`config.mk`:
```
export PLATFORM = sky130hd
export DESIGN_NAME = hazard_ctrl
export DESIGN_NICKNAME = d
export VERILOG_FILES = /design/src/rtl/cpu_pkg.sv /design/src/rtl/fwd_unit.sv /design/src/rtl/hazard_ctrl.sv
export SDC_FILE = /design/constraint.sdc
export NUM_CORES = 1
export LEC_CHECK = 0
export BUFFER_PORTS_ARGS = -buffer_cell sky130_fd_sc_hd__buf_4
export CORE_MARGIN = 8
export CORE_UTILIZATION = 52
export CTS_BUF_LIST = sky130_fd_sc_hd__clkbuf_2 sky130_fd_sc_hd__clkbuf_4 sky130_fd_sc_hd__clkbuf_8
export CTS_CLUSTER_DIAMETER = 50
export DETAILED_ROUTE_END_ITERATION = 8
export PLACE_DENSITY = 0.95
export SLEW_MARGIN = 5
export SYNTH_ARGS = -nofsm -noshare
export SYNTH_HDL_FRONTEND = slang
export SYNTH_SLANG_ARGS = --single-unit
```
`constraint.sdc`:
```
create_clock -name i_clk -period 4.1 [get_ports i_clk]
set_clock_uncertainty 0.15 [all_clocks]
set_input_delay 0.82 -clock i_clk [delete_from_list [all_inputs] [get_ports i_clk]]
set_output_delay 0.82 -clock i_clk [all_outputs]
set_load 0.03 [all_outputs]
```
`src/rtl/cpu_pkg.sv`:
```
// Shared types and widths for the cpu pipeline control logic.
package cpu_pkg;

    localparam int unsigned REG_AW = 5;
    localparam int unsigned CNT_W  = 4;

    typedef enum logic [1:0] {
        FWD_RF  = 2'd0,
        FWD_MEM = 2'd1,
        FWD_EX  = 2'd2
    } fwd_sel_e;

    typedef enum logic [1:0] {
        IDLE  = 2'd0,
        RUN   = 2'd1,
        DRAIN = 2'd2,
        DONE  = 2'd3
    } hz_state_e;

endpackage

```
`src/rtl/fwd_unit.sv`:
```
// EX operand forwarding comparator for one source register; EX beats MEM, x0 never forwards.
module fwd_unit
    import cpu_pkg::*;
#(
    parameter int unsigned AW = cpu_pkg::REG_AW
) (
    input  logic [AW-1:0] rs,
    input  logic [AW-1:0] ex_rd,
    input  logic          ex_reg_write,
    input  logic          ex_mem_read,
    input  logic [AW-1:0] mem_rd,
    input  logic          mem_reg_write,
    output fwd_sel_e      sel_c
);

    // A load in EX has no result yet, so only ALU results forward from EX.
    always_comb begin
        sel_c = FWD_RF;
        if (ex_reg_write && !ex_mem_read && (ex_rd != '0) && (ex_rd == rs)) begin
            sel_c = FWD_EX;
        end else if (mem_reg_write && (mem_rd != '0) && (mem_rd == rs)) begin
            sel_c = FWD_MEM;
        end
    end

endmodule

```
`src/rtl/hazard_ctrl.sv`:
```
// Pipeline sequencing for the 5-stage core: stalls, flushes, forwarding
// selects and the ecall drain handshake.
module hazard_ctrl
    import cpu_pkg::*;
#(
    parameter int unsigned REG_AW    = cpu_pkg::REG_AW,
    parameter int unsigned DRAIN_CYC = 3
) (
    input  logic              i_clk,
    input  logic              i_rst_n,
    input  logic              i_start,
    input  logic [REG_AW-1:0] id_i_rs1,
    input  logic [REG_AW-1:0] id_i_rs2,
    input  logic              id_i_use_rs1,
    input  logic              id_i_use_rs2,
    input  logic              id_i_ecall,
    input  logic [REG_AW-1:0] ex_i_rd,
    input  logic              ex_i_reg_write,
    input  logic              ex_i_mem_read,
    input  logic              ex_i_branch_taken,
    input  logic [REG_AW-1:0] mem_i_rd,
    input  logic              mem_i_reg_write,
    output logic              o_stall_if,
    output logic              o_stall_id,
    output logic              o_flush_id,
    output logic              o_flush_ex,
    output logic [1:0]        o_fwd_a,
    output logic [1:0]        o_fwd_b,
    output logic              o_ecall_ready
);

    hz_state_e        st, st_n;
    logic [CNT_W-1:0] cnt, cnt_n;
    fwd_sel_e         fwd_a_sel, fwd_b_sel;
    logic             load_use;

    fwd_unit #(.AW(REG_AW)) u_fwd_a (
        .rs            (id_i_rs1),
        .ex_rd         (ex_i_rd),
        .ex_reg_write  (ex_i_reg_write),
        .ex_mem_read   (ex_i_mem_read),
        .mem_rd        (mem_i_rd),
        .mem_reg_write (mem_i_reg_write),
        .sel_c         (fwd_a_sel)
    );

    fwd_unit #(.AW(REG_AW)) u_fwd_b (
        .rs            (id_i_rs2),
        .ex_rd         (ex_i_rd),
        .ex_reg_write  (ex_i_reg_write),
        .ex_mem_read   (ex_i_mem_read),
        .mem_rd        (mem_i_rd),
        .mem_reg_write (mem_i_reg_write),
        .sel_c         (fwd_b_sel)
    );

    // Load in EX whose destination is read by the instruction in ID.
    assign load_use = ex_i_mem_read && ex_i_reg_write && (ex_i_rd != '0) &&
                      ((id_i_use_rs1 && (id_i_rs1 == ex_i_rd)) ||
                       (id_i_use_rs2 && (id_i_rs2 == ex_i_rd)));

    always_ff @(posedge i_clk or negedge i_rst_n) begin
        if (!i_rst_n) begin
            st  <= IDLE;
            cnt <= '0;
        end else begin
            st  <= st_n;
            cnt <= cnt_n;
        end
    end

    // Next state: dropping i_start always parks the controller, even mid-drain.
    always_comb begin
        st_n  = st;
        cnt_n = cnt;
        if (!i_start) begin
            st_n  = IDLE;
            cnt_n = '0;
        end else begin
            case (st)
                IDLE:  st_n = RUN;
                RUN: begin
                    if (!ex_i_branch_taken && !load_use && id_i_ecall) begin
                        st_n  = DRAIN;
                        cnt_n = CNT_W'(DRAIN_CYC - 1);
                    end
                end
                DRAIN: begin
                    if (cnt == '0) begin
                        st_n = DONE;
                    end else begin
                        cnt_n = cnt - CNT_W'(1);
                    end
                end
                DONE:    st_n = RUN;
                default: st_n = IDLE;
            endcase
        end
    end

    // Outputs: branch squash outranks load-use, which outranks ecall entry.
    always_comb begin
        o_stall_if    = 1'b0;
        o_stall_id    = 1'b0;
        o_flush_id    = 1'b0;
        o_flush_ex    = 1'b0;
        o_ecall_ready = 1'b0;
        o_fwd_a       = i_rst_n ? 2'(fwd_a_sel) : 2'(FWD_RF);
        o_fwd_b       = i_rst_n ? 2'(fwd_b_sel) : 2'(FWD_RF);
        case (st)
            IDLE: begin
                o_stall_if = 1'b1;
                o_stall_id = 1'b1;
            end
            RUN: begin
                if (ex_i_branch_taken) begin
                    o_flush_id = 1'b1;
                    o_flush_ex = 1'b1;
                end else if (load_use || id_i_ecall) begin
                    o_stall_if = 1'b1;
                    o_stall_id = 1'b1;
                    o_flush_ex = 1'b1;
                end
            end
            DRAIN: begin
                o_stall_if = 1'b1;
                o_stall_id = 1'b1;
                o_flush_ex = 1'b1;
            end
            DONE: begin
                o_flush_id    = 1'b1;
                o_ecall_ready = 1'b1;
            end
            default: begin
                o_stall_if = 1'b1;
                o_stall_id = 1'b1;
            end
        endcase
    end

endmodule

```
Word level (Yosys, flattened, before mapping). Index checks and enable logic that the tools add are counted.

Memory bits (writable): 0. Memories kept: 0. Bits in read-only memories: 0. Flip-flop bits (word level): 6. Bits of input ports: 30. Latch bits: 0.

Bitwise logic cells: 0. Reductions and logical operators: 27. Shift operators: 0. Magnitude comparators: 0. Add/sub/neg operators: 1. Div/mod/pow operators: 0. Mux-type cells: 22. $mul: 0. Eq/ne operators: 13.

Operators with widths (count): 5-bit equality test (6); 1-bit logical AND (14); 2-bit two-way mux (7); 4-bit two-way mux (3); 5-bit nonzero test (2); 3-bit inequality test (second input constant) (3); 4-bit case mux with 2 select lines (1); 1-bit two-way mux (7); 1-bit case mux with 2 select lines (3); 2-bit case mux with 3 select lines (1); 2-bit equality test (second input constant) (2); 4-bit zero test (1); 2-bit OR reduction (2); 4-bit by 1-bit subtractor with 4-bit output (second input constant) (1); 1-bit zero test (3); 3-bit by 1-bit inequality test with 1-bit output (second input constant) (1); 3-bit AND reduction (1); 2-bit by 1-bit equality test with 1-bit output (second input constant) (1); 2-bit zero test (1); 1-bit logical OR (2); 2-bit AND reduction (1).

Longest topological paths before layout.
Word-level depth: 10. Gate-level depth with buffers: 8.

Hierarchy. Synthesis repeated with hierarchy kept, for this count alone.

Cells, all modules: 127. Area, all modules: 1016.0 um^2.

Modules (own cells, without submodules): hazard_ctrl (times used 1, area each 693.2 um^2, cells each 85); fwd_unit (times used 2, area each 161.4 um^2, cells each 21).

Least setup slack after synthesis. Ideal clock, no wire load.

Path kind: input-to-output. Start: input port ex_i_rd[1]. End: output port o_fwd_a[0]. Path slack: 0.328 ns. Data required time: 3.130 ns. Stages on the path: 4. Arrival time: 2.802 ns. Cells stage by stage: or4_1 > o21ai_2 > nor2_1 > a2111oi_1.

Longest elaborated chain between the ends: 5. Elaborated cells on any way between the ends: 6.

Ends and longest elaborated chain: start, declared (RTL line hazard_ctrl.sv:17) `input logic [REG_AW-1:0] ex_i_rd,`; 5-bit nonzero test (RTL line fwd_unit.sv:19) `if (ex_reg_write && !ex_mem_read && (ex_rd != '0) && (ex_rd == rs)) begin`; 1-bit logical AND (RTL line fwd_unit.sv:19); 1-bit logical AND * (RTL line fwd_unit.sv:19); 2-bit two-way mux * (RTL line fwd_unit.sv:19); 2-bit two-way mux * (RTL line hazard_ctrl.sv:108) `o_fwd_a = i_rst_n ? 2'(fwd_a_sel) : 2'(FWD_RF);`; end, declared (RTL line hazard_ctrl.sv:27) `output logic [1:0] o_fwd_a,`.

Mark *: on every way between the ends. The rest lies on a longest branch, timed or not.

Final worst setup path.
Start: input port ex_i_rd[1]. End: output port o_fwd_b[0].

Longest elaborated chain between the ends: 5. Elaborated cells on any way between the ends: 6.

Ends and longest elaborated chain: 5-bit nonzero test (RTL line fwd_unit.sv:19); 1-bit logical AND (RTL line fwd_unit.sv:19); 1-bit logical AND * (RTL line fwd_unit.sv:19); 2-bit two-way mux * (RTL line fwd_unit.sv:19); 2-bit two-way mux * (RTL line hazard_ctrl.sv:109) `o_fwd_b = i_rst_n ? 2'(fwd_b_sel) : 2'(FWD_RF);`; end, declared (RTL line hazard_ctrl.sv:28) `output logic [1:0] o_fwd_b,`.

Marks and branches as above.

==> run_results.csv <==
group,metric,value,unit
yosys,syn-cell-area,863.3,µm²
yosys,netlist_top_cells_count,"xnor2_1 (12), nand2_1 (10), xor2_1 (8), ha_1 (7)",
yosys,async_reset_ff_share,100.0,%
sta,slew_headroom,66.17,%
yosys,synth_most_common_cell,"xnor2_1",
power_and_ir_drop,pwr-share-seq,18.8,%
layout,drive_gt1_share,35.97,%
sta,rsz0062_at_grt,"no",
die,die_w,56.75,µm
route,wirelength,2584,µm
layout,synthToLayoutAreaGrowth,36.23,%
power_and_ir_drop,ir_worst_vdd,197.3,µV
yosys,avgSynthCellArea,8.548,µm²
setup_path,worstSetupPathType,"primary input to output port",
power_and_ir_drop,finalPower,489.6,µW
die,die_h,56.75,µm
cts,cts.reportedPaths.clkPinSlew,50,ps
grt,grt_pass1_wl,4229,µm
yosys,yosys.area.top_type,"dfrtp_1",
yosys,synth_cells,101,
die,core_area,1524,µm²
sta,drv_slew,0,
yosys,synth_compound_area_share,23.48,%
sta,fmax,295.5,MHz
yosys,synth-main-ff-cell,"dfrtp_1",
yosys,synthesis.nets,138,
place,port-buffer-count,38,
power_and_ir_drop,pwr_density_cell,416.3,nW/µm²
yosys,yosys_warnings,0,
power_and_ir_drop,p_sw_share,48.26,%
cts,cts.sinks,6,
layout,final_core_util,77.18,%
sta,fin_setup_tns,0,ps
setup_path,cp-startpoint,"ex_i_rd[1]",
cts,cts_max_level,1,
yosys,synth_adder_area_share,10.14,%
power_and_ir_drop,clkPwrFrac,11.5,%
grt,grt_max_degree,12,
setup_path,critPathArrivalTime,2410,ps
cts,cts_tree,"done",
grt,grt_pass1_vias,986,
route,drt_iter0_drc,20,
yosys,synth_edf_count,0,
sta,fin_ws,716.2,ps
grt,grt_usage,15.35,%
setup_path,r2r-start,"st[0]",
route,vias,930,
cts,clk-insertion-delay-late,250,ps
sta,period_minus_slack,3384,ps
yosys,yosys.area_share.xor_xnor,20.29,%
route,drcViolationCount,0,
grt,grt-ovfl-total,0,
place,gp_congestion,0.7768,
power_and_ir_drop,p_int,253.3,µW
setup_path,cp-start-kind,"primary input",
worst_hold_path,hold_class,"primary input to asynchronous set/reset pin",
yosys,ys_types,41,
route,routedWlPerCell,16.67,µm
die,dieArea,3220,µm²
outcome,status,"finished clean",
yosys,synth_top_area_share,17.39,%
layout,diodes,0,
setup_path,endpoint_kind,"output port",
route,drtAntennaViolNets,0,
cts,cts_resized,0,
yosys,ys_seq_area_share,17.39,%
sta,worst_slew_pin_slew,503.5,ps
die,start_util,56.65,%
yosys,synth_top_family_by_area,"compound AO/OA/AOI/OAI gates",
place,place_ws,728.2,ps
setup_path,cp.required,3130,ps
cts,numCtsBuffers,3,
setup_path,worstPathMaxFanout,4,
die,row_count,14,
sta,hold_viol,0,
cts,cts_hold_buffers,0,
grt,antenna_found_initial,0,
layout,fin_nets,178,
power_and_ir_drop,p_switching,236.3,µW
job,drv_cap,0,
yosys,netlist_top_cells_area,"dfrtp_1 (17%), xnor2_1 (12%), ha_1 (10%)",
yosys,synth_mux_area_share,3.478,%
yosys,synth-simple-area-share,20.87,%
cts,cts_buffer_depth,2,
route,dr.pass1.iters,4,
sta,finalSetupViolCount,0,
cts,cts_setup_buffers,0,
place,hpwlAfterDp,2219,µm
sta,min_period_over_period,82.53,%
die,boundaryPins,39,
sta,whs,238.0,ps
yosys,synth_seq_cells,6,
cts,cts-root-buf,"clkbuf_4",
power_and_ir_drop,combPwrFrac,69.6,%
power_and_ir_drop,p_leak,0.5480,nW
route,drt-vias-per-instance,6.000,
[worst max-delay path, cell delays in order]
cell,delay (ps)
buf_4,120
or4_1,550
o21ai_2,170
nor2_1,100
a2111oi_2,410
buf_4,240
[cells by family (layout without fill, tap and decap cells)]
kind of cell / count (synthesis) / after routing
buf+inv: 9 / 47
compound gates: 23 / 23
xor+xnor: 20 / 20
mux: 3 / 3
fa+ha+maj: 7 / 7
flops: 6 / 6
simple gates: 33 / 33
[power by group through the flow]
stage	Clock, mW	Combinational, mW	Sequential [mW]
after global placement	0	0.326	0.0911
final	0.0565	0.341	0.0921
after detailed placement	0	0.339	0.0927
after CTS	0.0579	0.341	0.0918
after global routing	0.0599	0.370	0.0934
after floorplan	0	0.241	0.0879
[cell type report]
cell class	instances	area (µm²)
multi-input cells	86	675.6
fillers	96	347.8
repair buffers	38	285.3
flip-flops and latches	6	150.1
clock buffers	3	22.52
inverters	6	22.52
well taps	16	20.02
[worst paths after layout]
kind | endpoint | slack, ps | cells after the start
setup / recovery | o_fwd_b[0] | 720 | 6
max in group asynchronous | st[1] | 3430 | 1
setup reg to reg | cnt[3] | 2200 | 6
hold / removal | cnt[2] | 240 | 1
hold reg to reg | cnt[1] | 450 | 2
min in group i_clk | cnt[1] | 450 | 2
[flip-flops by register name, summed over array words and instances (netlist names)]
register	count
cnt	4
st	2
[stage by stage]
stage	instance area (µm²)	cells
after floorplan	863.3	101
after global placement	1154	152
after detailed placement	1154	152
after CTS	1176	155
after global routing	1176	155
final	1176	155
[metal layers]
layer / vias up / track usage (%) / wire length (µm) / share of wire (%)
met4: 0 / 5.369 / 44 / 1.7
met3: 4 / 3.596 / 160 / 6.2
met2: 33 / 29.62 / 1394 / 54
li1: 444 / - / - / -
met5: - / 0 / 0 / 0
met1: 449 / 15.31 / 985 / 38
[cell usage in the layout, fill, tap and decap left out, types with 2 or more instances in the layout]
cell type and count:
o22ai_1 3, inv_1 6, buf_4 38, nand4b_1 2, clkbuf_4 3, nand2_1 10, nand2b_1 2, xor2_1 8
o21a_1 2, o211ai_1 2, nand3_1 3, and3_1 2, nand4_1 2, mux2i_1 3, o21ai_2 2, dfrtp_1 6
xnor2_1 12, nor2_1 4, ha_1 7
No activity file was read; power rests on OpenSTA's default activity.
